`src/rtl/mem_port_arbiter_if.sv`:
```
// rtl/mem_port_arbiter_if.sv - fetch, load/store and memory command signals of the port arbiter
interface mem_port_arbiter_if #(
    parameter int DATA_WIDTH = 32,
    parameter int ADDR_WIDTH = 32
);
    // Fetch requester
    logic                  i_Fetch_Req;
    logic [ADDR_WIDTH-1:0] i_Fetch_Addr;
    logic                  o_Fetch_Grant;
    logic                  o_Fetch_Valid;
    logic [DATA_WIDTH-1:0] o_Fetch_Data;

    // Load/store requester
    logic                  i_Data_Req;
    logic                  i_Data_Write_Enable;
    logic [ADDR_WIDTH-1:0] i_Data_Addr;
    logic [DATA_WIDTH-1:0] i_Data_Write_Data;
    logic                  o_Data_Grant;
    logic                  o_Data_Valid;
    logic [DATA_WIDTH-1:0] o_Data_Read_Data;

    // Unified memory
    logic                  o_Mem_Read_Enable;
    logic                  o_Mem_Write_Enable;
    logic [ADDR_WIDTH-1:0] o_Mem_Addr;
    logic [DATA_WIDTH-1:0] o_Mem_Write_Data;
    logic [DATA_WIDTH-1:0] i_Mem_Read_Data;

    // Control unit stall
    logic                  o_Busy;

    // Requesters and memory side
    modport master (
        output i_Fetch_Req, i_Fetch_Addr,
        input  o_Fetch_Grant, o_Fetch_Valid, o_Fetch_Data,
        output i_Data_Req, i_Data_Write_Enable, i_Data_Addr, i_Data_Write_Data,
        input  o_Data_Grant, o_Data_Valid, o_Data_Read_Data,
        input  o_Mem_Read_Enable, o_Mem_Write_Enable, o_Mem_Addr, o_Mem_Write_Data,
        output i_Mem_Read_Data,
        input  o_Busy
    );

    // Arbiter side
    modport slave (
        input  i_Fetch_Req, i_Fetch_Addr,
        output o_Fetch_Grant, o_Fetch_Valid, o_Fetch_Data,
        input  i_Data_Req, i_Data_Write_Enable, i_Data_Addr, i_Data_Write_Data,
        output o_Data_Grant, o_Data_Valid, o_Data_Read_Data,
        output o_Mem_Read_Enable, o_Mem_Write_Enable, o_Mem_Addr, o_Mem_Write_Data,
        input  i_Mem_Read_Data,
        output o_Busy
    );
endinterface

```
`src/rtl/mem_port_arbiter.sv`:
```
// rtl/mem_port_arbiter.sv - fetch vs load/store arbiter for one fixed-latency memory port (optional ARB_STARVE_GUARD_EN)
module mem_port_arbiter #(
    parameter int DATA_WIDTH   = 32,
    parameter int ADDR_WIDTH   = 32,
    parameter int MEM_LATENCY  = 2,
    parameter int STARVE_LIMIT = 4
) (
    input  logic                clk,
    input  logic                reset,
    mem_port_arbiter_if.slave   bus
);

    typedef enum logic [1:0] {
        S_IDLE  = 2'd0,
        S_ISSUE = 2'd1,
        S_WAIT  = 2'd2
    } state_t;

    localparam logic [3:0] LAT_INIT    = 4'(MEM_LATENCY);
    localparam logic       OWNER_FETCH = 1'b0;
    localparam logic       OWNER_DATA  = 1'b1;

    state_t                state_q;
    state_t                state_d;

    logic                  owner_q;
    logic                  we_q;
    logic [3:0]            cnt_q;

    logic                  mem_re_q;
    logic                  mem_we_q;
    logic [ADDR_WIDTH-1:0] mem_addr_q;
    logic [DATA_WIDTH-1:0] mem_wdata_q;

    logic                  grant_fetch;
    logic                  grant_data;
    logic                  any_grant;
    logic                  wait_last;
    logic                  fetch_first;

`ifdef ARB_STARVE_GUARD_EN
    localparam logic [3:0] STARVE_MAX = 4'(STARVE_LIMIT);

    logic [3:0]            starve_q;

    // Once fetch has lost STARVE_LIMIT arbitrations in a row it takes the next one
    assign fetch_first = bus.i_Fetch_Req && (starve_q == STARVE_MAX);

    // Count consecutive data wins that left a fetch waiting
    always_ff @(posedge clk or negedge reset) begin
        if (!reset) begin
            starve_q <= 4'd0;
        end else if (grant_fetch) begin
            starve_q <= 4'd0;
        end else if (grant_data) begin
            if (!bus.i_Fetch_Req) begin
                starve_q <= 4'd0;
            end else if (starve_q != STARVE_MAX) begin
                starve_q <= starve_q + 4'd1;
            end
        end
    end
`else
    // Strict priority: the load/store belongs to the older instruction
    assign fetch_first = 1'b0;
`endif

    assign any_grant = grant_fetch | grant_data;
    assign wait_last = (state_q == S_WAIT) && (cnt_q == 4'd1);

    // Next-state and arbitration; grants are held off while reset is asserted
    always_comb begin
        state_d     = state_q;
        grant_fetch = 1'b0;
        grant_data  = 1'b0;
        case (state_q)
            S_IDLE: begin
                if (reset) begin
                    if (bus.i_Data_Req && !fetch_first) begin
                        grant_data = 1'b1;
                    end else if (bus.i_Fetch_Req) begin
                        grant_fetch = 1'b1;
                    end
                end
                if (grant_data || grant_fetch) begin
                    state_d = S_ISSUE;
                end
            end
            S_ISSUE: begin
                state_d = S_WAIT;
            end
            S_WAIT: begin
                if (cnt_q <= 4'd1) begin
                    state_d = S_IDLE;
                end
            end
            default: begin
                state_d = S_IDLE;
            end
        endcase
    end

    // State register; reset aborts any access in flight
    always_ff @(posedge clk or negedge reset) begin
        if (!reset) begin
            state_q <= S_IDLE;
        end else begin
            state_q <= state_d;
        end
    end

    // Owner, direction and latency counter for the access in flight
    always_ff @(posedge clk or negedge reset) begin
        if (!reset) begin
            owner_q <= OWNER_FETCH;
            we_q    <= 1'b0;
            cnt_q   <= 4'd0;
        end else if (any_grant) begin
            owner_q <= grant_data ? OWNER_DATA : OWNER_FETCH;
            we_q    <= grant_data && bus.i_Data_Write_Enable;
            cnt_q   <= LAT_INIT;
        end else if (state_q == S_WAIT) begin
            cnt_q   <= (cnt_q != 4'd0) ? cnt_q - 4'd1 : 4'd0;
        end
    end

    // Memory command: captured at grant, presented only during ISSUE, zero otherwise
    always_ff @(posedge clk or negedge reset) begin
        if (!reset) begin
            mem_re_q    <= 1'b0;
            mem_we_q    <= 1'b0;
            mem_addr_q  <= '0;
            mem_wdata_q <= '0;
        end else if (grant_data) begin
            mem_re_q    <= !bus.i_Data_Write_Enable;
            mem_we_q    <= bus.i_Data_Write_Enable;
            mem_addr_q  <= bus.i_Data_Addr;
            mem_wdata_q <= bus.i_Data_Write_Enable ? bus.i_Data_Write_Data : '0;
        end else if (grant_fetch) begin
            mem_re_q    <= 1'b1;
            mem_we_q    <= 1'b0;
            mem_addr_q  <= bus.i_Fetch_Addr;
            mem_wdata_q <= '0;
        end else begin
            mem_re_q    <= 1'b0;
            mem_we_q    <= 1'b0;
            mem_addr_q  <= '0;
            mem_wdata_q <= '0;
        end
    end

    assign bus.o_Fetch_Grant      = grant_fetch;
    assign bus.o_Data_Grant       = grant_data;

    assign bus.o_Fetch_Valid      = wait_last && (owner_q == OWNER_FETCH);
    assign bus.o_Data_Valid       = wait_last && (owner_q == OWNER_DATA);

    // Read data is passed straight through to the owner only in its valid cycle
    assign bus.o_Fetch_Data       = (wait_last && (owner_q == OWNER_FETCH))
                                    ? bus.i_Mem_Read_Data : '0;
    assign bus.o_Data_Read_Data   = (wait_last && (owner_q == OWNER_DATA) && !we_q)
                                    ? bus.i_Mem_Read_Data : '0;

    assign bus.o_Mem_Read_Enable  = mem_re_q;
    assign bus.o_Mem_Write_Enable = mem_we_q;
    assign bus.o_Mem_Addr         = mem_addr_q;
    assign bus.o_Mem_Write_Data   = mem_wdata_q;

    assign bus.o_Busy             = (state_q != S_IDLE);

endmodule

```
`src/flat_wrapper.sv`:
```
// flat-port wrapper written by rule: the top's interface ports become plain ports
module mem_port_arbiter_flat 
#(
    parameter int DATA_WIDTH   = 32,
    parameter int ADDR_WIDTH   = 32,
    parameter int MEM_LATENCY  = 2,
    parameter int STARVE_LIMIT = 4
)
  (clk, reset, bus_i_Fetch_Req, bus_i_Fetch_Addr, bus_o_Fetch_Grant, bus_o_Fetch_Valid, bus_o_Fetch_Data, bus_i_Data_Req, bus_i_Data_Write_Enable, bus_i_Data_Addr, bus_i_Data_Write_Data, bus_o_Data_Grant, bus_o_Data_Valid, bus_o_Data_Read_Data, bus_o_Mem_Read_Enable, bus_o_Mem_Write_Enable, bus_o_Mem_Addr, bus_o_Mem_Write_Data, bus_i_Mem_Read_Data, bus_o_Busy);
  mem_port_arbiter_if #(.DATA_WIDTH(DATA_WIDTH), .ADDR_WIDTH(ADDR_WIDTH)) bus_i ();
  input  logic clk;
  input  logic reset;
  input wire logic [$bits(bus_i.i_Fetch_Req)-1:0] bus_i_Fetch_Req;
  input wire logic [$bits(bus_i.i_Fetch_Addr)-1:0] bus_i_Fetch_Addr;
  output wire logic [$bits(bus_i.o_Fetch_Grant)-1:0] bus_o_Fetch_Grant;
  output wire logic [$bits(bus_i.o_Fetch_Valid)-1:0] bus_o_Fetch_Valid;
  output wire logic [$bits(bus_i.o_Fetch_Data)-1:0] bus_o_Fetch_Data;
  input wire logic [$bits(bus_i.i_Data_Req)-1:0] bus_i_Data_Req;
  input wire logic [$bits(bus_i.i_Data_Write_Enable)-1:0] bus_i_Data_Write_Enable;
  input wire logic [$bits(bus_i.i_Data_Addr)-1:0] bus_i_Data_Addr;
  input wire logic [$bits(bus_i.i_Data_Write_Data)-1:0] bus_i_Data_Write_Data;
  output wire logic [$bits(bus_i.o_Data_Grant)-1:0] bus_o_Data_Grant;
  output wire logic [$bits(bus_i.o_Data_Valid)-1:0] bus_o_Data_Valid;
  output wire logic [$bits(bus_i.o_Data_Read_Data)-1:0] bus_o_Data_Read_Data;
  output wire logic [$bits(bus_i.o_Mem_Read_Enable)-1:0] bus_o_Mem_Read_Enable;
  output wire logic [$bits(bus_i.o_Mem_Write_Enable)-1:0] bus_o_Mem_Write_Enable;
  output wire logic [$bits(bus_i.o_Mem_Addr)-1:0] bus_o_Mem_Addr;
  output wire logic [$bits(bus_i.o_Mem_Write_Data)-1:0] bus_o_Mem_Write_Data;
  input wire logic [$bits(bus_i.i_Mem_Read_Data)-1:0] bus_i_Mem_Read_Data;
  output wire logic [$bits(bus_i.o_Busy)-1:0] bus_o_Busy;
  assign bus_i.i_Fetch_Req = bus_i_Fetch_Req;
  assign bus_i.i_Fetch_Addr = bus_i_Fetch_Addr;
  assign bus_o_Fetch_Grant = bus_i.o_Fetch_Grant;
  assign bus_o_Fetch_Valid = bus_i.o_Fetch_Valid;
  assign bus_o_Fetch_Data = bus_i.o_Fetch_Data;
  assign bus_i.i_Data_Req = bus_i_Data_Req;
  assign bus_i.i_Data_Write_Enable = bus_i_Data_Write_Enable;
  assign bus_i.i_Data_Addr = bus_i_Data_Addr;
  assign bus_i.i_Data_Write_Data = bus_i_Data_Write_Data;
  assign bus_o_Data_Grant = bus_i.o_Data_Grant;
  assign bus_o_Data_Valid = bus_i.o_Data_Valid;
  assign bus_o_Data_Read_Data = bus_i.o_Data_Read_Data;
  assign bus_o_Mem_Read_Enable = bus_i.o_Mem_Read_Enable;
  assign bus_o_Mem_Write_Enable = bus_i.o_Mem_Write_Enable;
  assign bus_o_Mem_Addr = bus_i.o_Mem_Addr;
  assign bus_o_Mem_Write_Data = bus_i.o_Mem_Write_Data;
  assign bus_i.i_Mem_Read_Data = bus_i_Mem_Read_Data;
  assign bus_o_Busy = bus_i.o_Busy;
  mem_port_arbiter #(.DATA_WIDTH(DATA_WIDTH), .ADDR_WIDTH(ADDR_WIDTH), .MEM_LATENCY(MEM_LATENCY), .STARVE_LIMIT(STARVE_LIMIT)) u_core (.clk(clk), .reset(reset), .bus(bus_i));
endmodule
```
`config.mk`:
```
export PLATFORM = sky130hd
export DESIGN_NAME = mem_port_arbiter_flat
export DESIGN_NICKNAME = d
export VERILOG_FILES = /design/src/rtl/mem_port_arbiter_if.sv /design/src/rtl/mem_port_arbiter.sv /design/src/flat_wrapper.sv
export SDC_FILE = /design/constraint.sdc
export NUM_CORES = 1
export LEC_CHECK = 0
export ABC_AREA = 0
export CAP_MARGIN = 20
export CELL_PAD_IN_SITES_DETAIL_PLACEMENT = 2
export CELL_PAD_IN_SITES_GLOBAL_PLACEMENT = 2
export CORE_UTILIZATION = 18
export CTS_CLUSTER_SIZE = 10
export DETAILED_ROUTE_END_ITERATION = 16
export GPL_TIMING_DRIVEN = 0
export PLACE_DENSITY = 0.87
export SYNTH_ARGS = -nofsm -noshare
export SYNTH_HDL_FRONTEND = slang
export SYNTH_SLANG_ARGS = --single-unit
```
`constraint.sdc`:
```
create_clock -name clk -period 4.4 [get_ports clk]
set_input_delay 0.44 -clock clk [delete_from_list [all_inputs] [get_ports clk]]
set_output_delay 0.44 -clock clk [all_outputs]
set_load 0.05 [all_outputs]
```
Yosys cells after proc, flatten, opt, wreduce, memory -nomap -nowiden:

Index checks and enable logic that the tools add are counted.

* reduce and logical (&&, ||, !) cells: 13
* muxes and demuxes: 25
* bitwise gates (word level): 2
* eq/ne operators: 5
* $lt $le $gt $ge: 1
* add/sub/neg operators: 1

Operator list (count)
* 32-bit 2-to-1 mux: 6
* 1-bit 2-to-1 mux: 13
* 4-bit 2-to-1 mux: 3
* 2-bit one-hot mux with 3 select lines: 1
* 1-bit logical AND: 5
* 4-bit by 1-bit equality test with 1-bit output, second input constant: 1
* 4-bit by 1-bit <= comparator with 1-bit output, second input constant: 1
* 2-bit 2-to-1 mux: 2
* 2-bit nonzero test: 2
* 4-bit nonzero test: 1
* 4-bit by 1-bit subtractor with 4-bit output, second input constant: 1
* 2-bit by 1-bit equality test with 1-bit output, second input constant: 1
* 2-bit equality test, second input constant: 1
* 1-bit zero test: 2
* 2-bit zero test: 1
* 2-bit by 1-bit inequality test with 1-bit output, second input constant: 1
* 2-bit inequality test, second input constant: 1
* 2-bit AND reduction: 1
* 1-bit logical OR: 1
* 1-bit inverter: 1
* 1-bit OR: 1

* output and inout bits: 135
* register bits: 74
* logic and storage cells: 55
* input bits: 133

Depth between registers and ports, before layout:

* depth after elaboration: 7
* mapped depth: 6
* gate-level depth less buffers: 4

Worst setup path before layout:

Ideal clock, no wire load.

* path kind: register -> output
* start point: register u_core.cnt_q[1]
* end point: output port bus_o_Data_Valid
* path slack: 2.015 ns
* path buffers: 0
* required time: 3.960 ns
* stages on the path, launching flop included: 3
* arrival time: 1.945 ns
* path through: dfrtp_1 > or3_4 > nor3_1

* longest elaborated chain between the ends: 3

RTL lines
* start: declaration: line mem_port_arbiter.sv:28 `logic [3:0] cnt_q;`
* start signal: assignment: line mem_port_arbiter.sv:123 `cnt_q <= (cnt_q != 4'd0) ? cnt_q - 4'd1 : 4'd0;`
* 4-bit by 1-bit equality test with 1-bit output: line mem_port_arbiter.sv:69 `assign wait_last = (state_q == S_WAIT) && (cnt_q == 4'd1);`
* 1-bit logical AND: line mem_port_arbiter.sv:69
* 1-bit logical AND: line mem_port_arbiter.sv:156 `assign bus.o_Data_Valid = wait_last && (owner_q == OWNER_DATA);`
* end: declaration: line flat_wrapper.sv:23 `output wire logic [$bits(bus_i.o_Data_Valid)-1:0] bus_o_Data_Valid;`

Every way passes these cells.

Worst setup path in the final report:

* start point: input port reset
* end point: output port bus_o_Fetch_Grant

* longest elaborated chain between the ends: 3

RTL lines
* start: declaration: line flat_wrapper.sv:12 `input logic reset;`
* 1-bit 2-to-1 mux: line mem_port_arbiter.sv:78 `if (reset) begin`
* 1-bit 2-to-1 mux (2 in series): line mem_port_arbiter.sv:76 `case (state_q)`
* end: declaration: line flat_wrapper.sv:15 `output wire logic [$bits(bus_i.o_Fetch_Grant)-1:0] bus_o_Fetch_Grant;`

Every way passes these cells. The select of a mux whose other input is x is not followed.

==> key figures <==
Floorplanning
  • # IOs: 268
  • Die Width: 133 microns
  • Initial Utilization: 18.5%
  • Core area: 16,600 sq um
  • Height of the die: 133 microns
  • Placement Rows: 47
  • Die Area: 17,600 sq um

Logic synthesis
  • Post-Synth Adder-Cell Area: 0%
  • Count leader, synth: dfrtp_1
  • Top_reg_cell synth: dfrtp_1
  • Post-synthesis instance total: 255
  • Yosys warning count: 0
  • Register area share after synthesis: 60.3%
  • Net count after synthesis: 388
  • Ys async rst share: 100%
  • Syn avg cell area: 12.0 sq um
  • Largest family of logic cells by synthesized area: simple AND/OR/NAND/NOR gates
  • Post-synth top cells: 74 x dfrtp_1, 65 x and2_1, 32 x a22o_1, 32 x and3_1, 9 x buf_2
  • Synthesized flop and latch total: 74
  • Cell variety after synth: 29
  • Synth Area in Compound Gates: 11.2%
  • Xor/xnor share of the synthesized area: 0%
  • Simple-Gate Fraction of Synth Area: 24.6%
  • Post-synth top area cell: dfrtp_1
  • Post-synth EDFFs: 0
  • Mux cell area share after synthesis: 0.326%
  • Largest cells by area after synthesis: dfrtp_1 60%, and2_1 13%, a22o_1 9.1%, and3_1 6.5%, buf_2 1.5%
  • Share of the synthesized area in the top cell type: 60.3%
  • Syn Std Cell Area: 3070 sq um

GRT
  • Initial antenna violation count: 0
  • Largest net degree at the start of global routing: 73
  • Global Route Usage Sum: 15.5%
  • GRT overflow: 0
  • Global-route wire length before repair: 21,000 microns
  • Vias in the first global route: 3,687

Detailed routing
  • Drt initial violations: 52
  • Antenna Nets Post-Route: 0
  • Via density: 4.16
  • Drt pass-1 iters: 4
  • Wirelength per Cell: 17.5 microns
  • # DRC: 0
  • DR vias: 3,159
  • Routed Wire Length: 13,300 microns

Power and ir drop
  • Power per cell area: 367 nW/um^2
  • P_leak: 2.81 nW
  • VDD IR max: 149 uV

Timing
  • Hold Vio Cnt, Final: 0
  • F_max: 263 MHz
  • Tmin final: 3.80 ns
  • Slew Viols, Final: 0
  • Relative slew margins: 62.2%
  • Final setup fails: 0
  • Setup ws final: 0.600 ns
  • Worst Max-Slew Pin Slew: 0.565 ns
  • RSZ-0062 raised after global routing: no
  • Worst clock skew: 0.00980 ns
  • Fin crit share: 86.4%
  • Hold_ws: 0.465 ns

Setup path
  • Worst EP arrival: 3.36 ns
  • CP Buf/Inv Count: 6
  • Cells along the critical path: dlygate4sd3_1, buf_4, buf_16, nor3b_1, and3b_1, buf_2, buf_2, clkdlybuf4s50_1
  • Most used cell, CP: buf_2
  • CP max FO: 72
  • Max incr delay on CP: 0.84 ns
  • Worst Setup Start Kind: input port
  • WP depth: 8
  • CP required: 3.96 ns
  • Critical Setup Path Class: input port to primary output
  • Worst R2R Path Depth: 6
  • CP endpoint kind: primary output
  • Slowest-stage cell, CP: clkdlybuf4s50_1
  • Crit path max-delay family: buffers and inverters

Layout
  • Fill count: 1,745
  • Area grow syn2layout: 107%
  • Fraction of layout cells with a size suffix above 1: 7.05%
  • Antenna fix cells: 0
  • Post-layout nets: 668

CTS
  • Later-pin clock latency in the skew report: 0.33 ns
  • CTS tree: built
  • Clock tree sinks: 74
  • CTS Buffer Depth: 2
  • Root buf cell: clkbuf_16
  • CTS Buf Count: 9
  • # Post-CTS Setup Buffers: 0
  • Cts hold-fix bufs: 1
  • Worst-path clk slew: 0.06 ns
  • H-Tree Depth: 3
  • Resized Gates After CTS: 0

Placement
  • Final HPWL DP: 10,800 microns
  • Final Wtd Congestion: 0.882
  • Port Buf Inserts: 267
  • Worst slack, placed: 1.13 ns

Job
  • Max Cap Violations: 0

Status
  • Outcome: complete, no violations

Worst hold path
  • Min-Delay Path Class: input port to async pin
## kinds of logic (layout without fill, tap and decap cells)
logic type | count (synthesis) | after routing
DFF | 74 | 74
buffers and inverters | 24 | 308
AOI/OAI and AO/OA | 42 | 42
muxes | 1 | 1
and+or+nand+nor | 114 | 114
## where the power goes
group	total [mW]	switching [mW]	internal, mW
sequential	0.796	0.0409	0.755
combinational	0.793	0.469	0.324
clock	0.739	0.286	0.453
## registers in the layout (all words and copies together), names as in the netlist
| register | count |
|---|---|
| u_core.bus.o_Mem_Addr | 32 |
| u_core.bus.o_Mem_Read_Enable | 1 |
| u_core.bus.o_Mem_Write_Data | 32 |
| u_core.bus.o_Mem_Write_Enable | 1 |
| u_core.cnt_q | 4 |
| u_core.owner_q | 1 |
| u_core.state_q | 2 |
| u_core.we_q | 1 |
## metal layers
layer / GRT usage (%) / share of wire, %
met1: 15.4 / 36
met3: 3.56 / 6.2
met5: 0 / 0
met2: 30.7 / 55
met4: 5.87 / 2.3
## layout make-up
type                    instances  area [sq um]  area share (%)
plain buffers                  21          97.6            1.54
clock inverters                 4          51.3           0.808
well taps                     220           275            4.34
flip-flops and latches         74          1850            29.2
repair buffers                269          2710            42.6
clock buffers                  11           243            3.82
multi-input cells             157          1110            17.5
inverters                       3          11.3           0.177
## path summary, 6_finish.rpt
kind / start / endpoint / slack [ns]
setup / recovery: reset / bus_o_Fetch_Grant / 0.60
hold / removal: reset / u_core.bus.o_Mem_Write_Data[27] / 0.47
setup reg to reg: u_core.state_q[1] / u_core.bus.o_Mem_Addr[16] / 2.66
hold reg to reg: u_core.we_q / u_core.we_q / 0.55
max in group asynchronous: reset / u_core.bus.o_Mem_Addr[0] / 3.38
min in group clk: u_core.we_q / u_core.we_q / 0.55
## per-stage QoR
| step | power [mW] | util (%) | area (sq um) | instances | setup TNS, ns |
|---|---|---|---|---|---|
| CTS | 2.36 | 38.1 | 6350 | 759 | 0 |
| finish | 2.33 | 38.1 | 6350 | 759 | 0 |
| floorplan | 1.25 | - | 3070 | 255 | 0 |
| global route | 2.43 | 38.1 | 6350 | 759 | 0 |
| global placement | 1.58 | 36.2 | 6020 | 742 | -29.32 |
| detailed placement | 1.61 | 36.3 | 6040 | 743 | 0 |
## cells in the final DEF, fill, tap and decap left out, types with 2 or more instances in the layout
master | synthesis | final
nand2_1 | 3 | 3
clkbuf_1 | 8 | 9
nor3b_1 | 2 | 2
clkbuf_16 | 0 | 9
buf_2 | 9 | 9
clkdlybuf4s50_1 | 0 | 266
a21oi_1 | 2 | 2
buf_4 | 1 | 2
and2_1 | 65 | 65
or2_2 | 2 | 2
dfrtp_1 | 74 | 74
clkbuf_2 | 3 | 3
and3_1 | 32 | 32
a22o_1 | 32 | 32
inv_1 | 3 | 3
o21ai_0 | 4 | 4
## worst reg2reg max path, delay by kind of cell (launching register included)
family	cells	cell delay, ns
AND/OR/NAND/NOR	2	0.52
buffers and inverters	3	0.62
flip-flops	1	0.36
AO/OA/AOI/OAI	1	0.18
No activity file was read; power rests on OpenSTA's default activity.
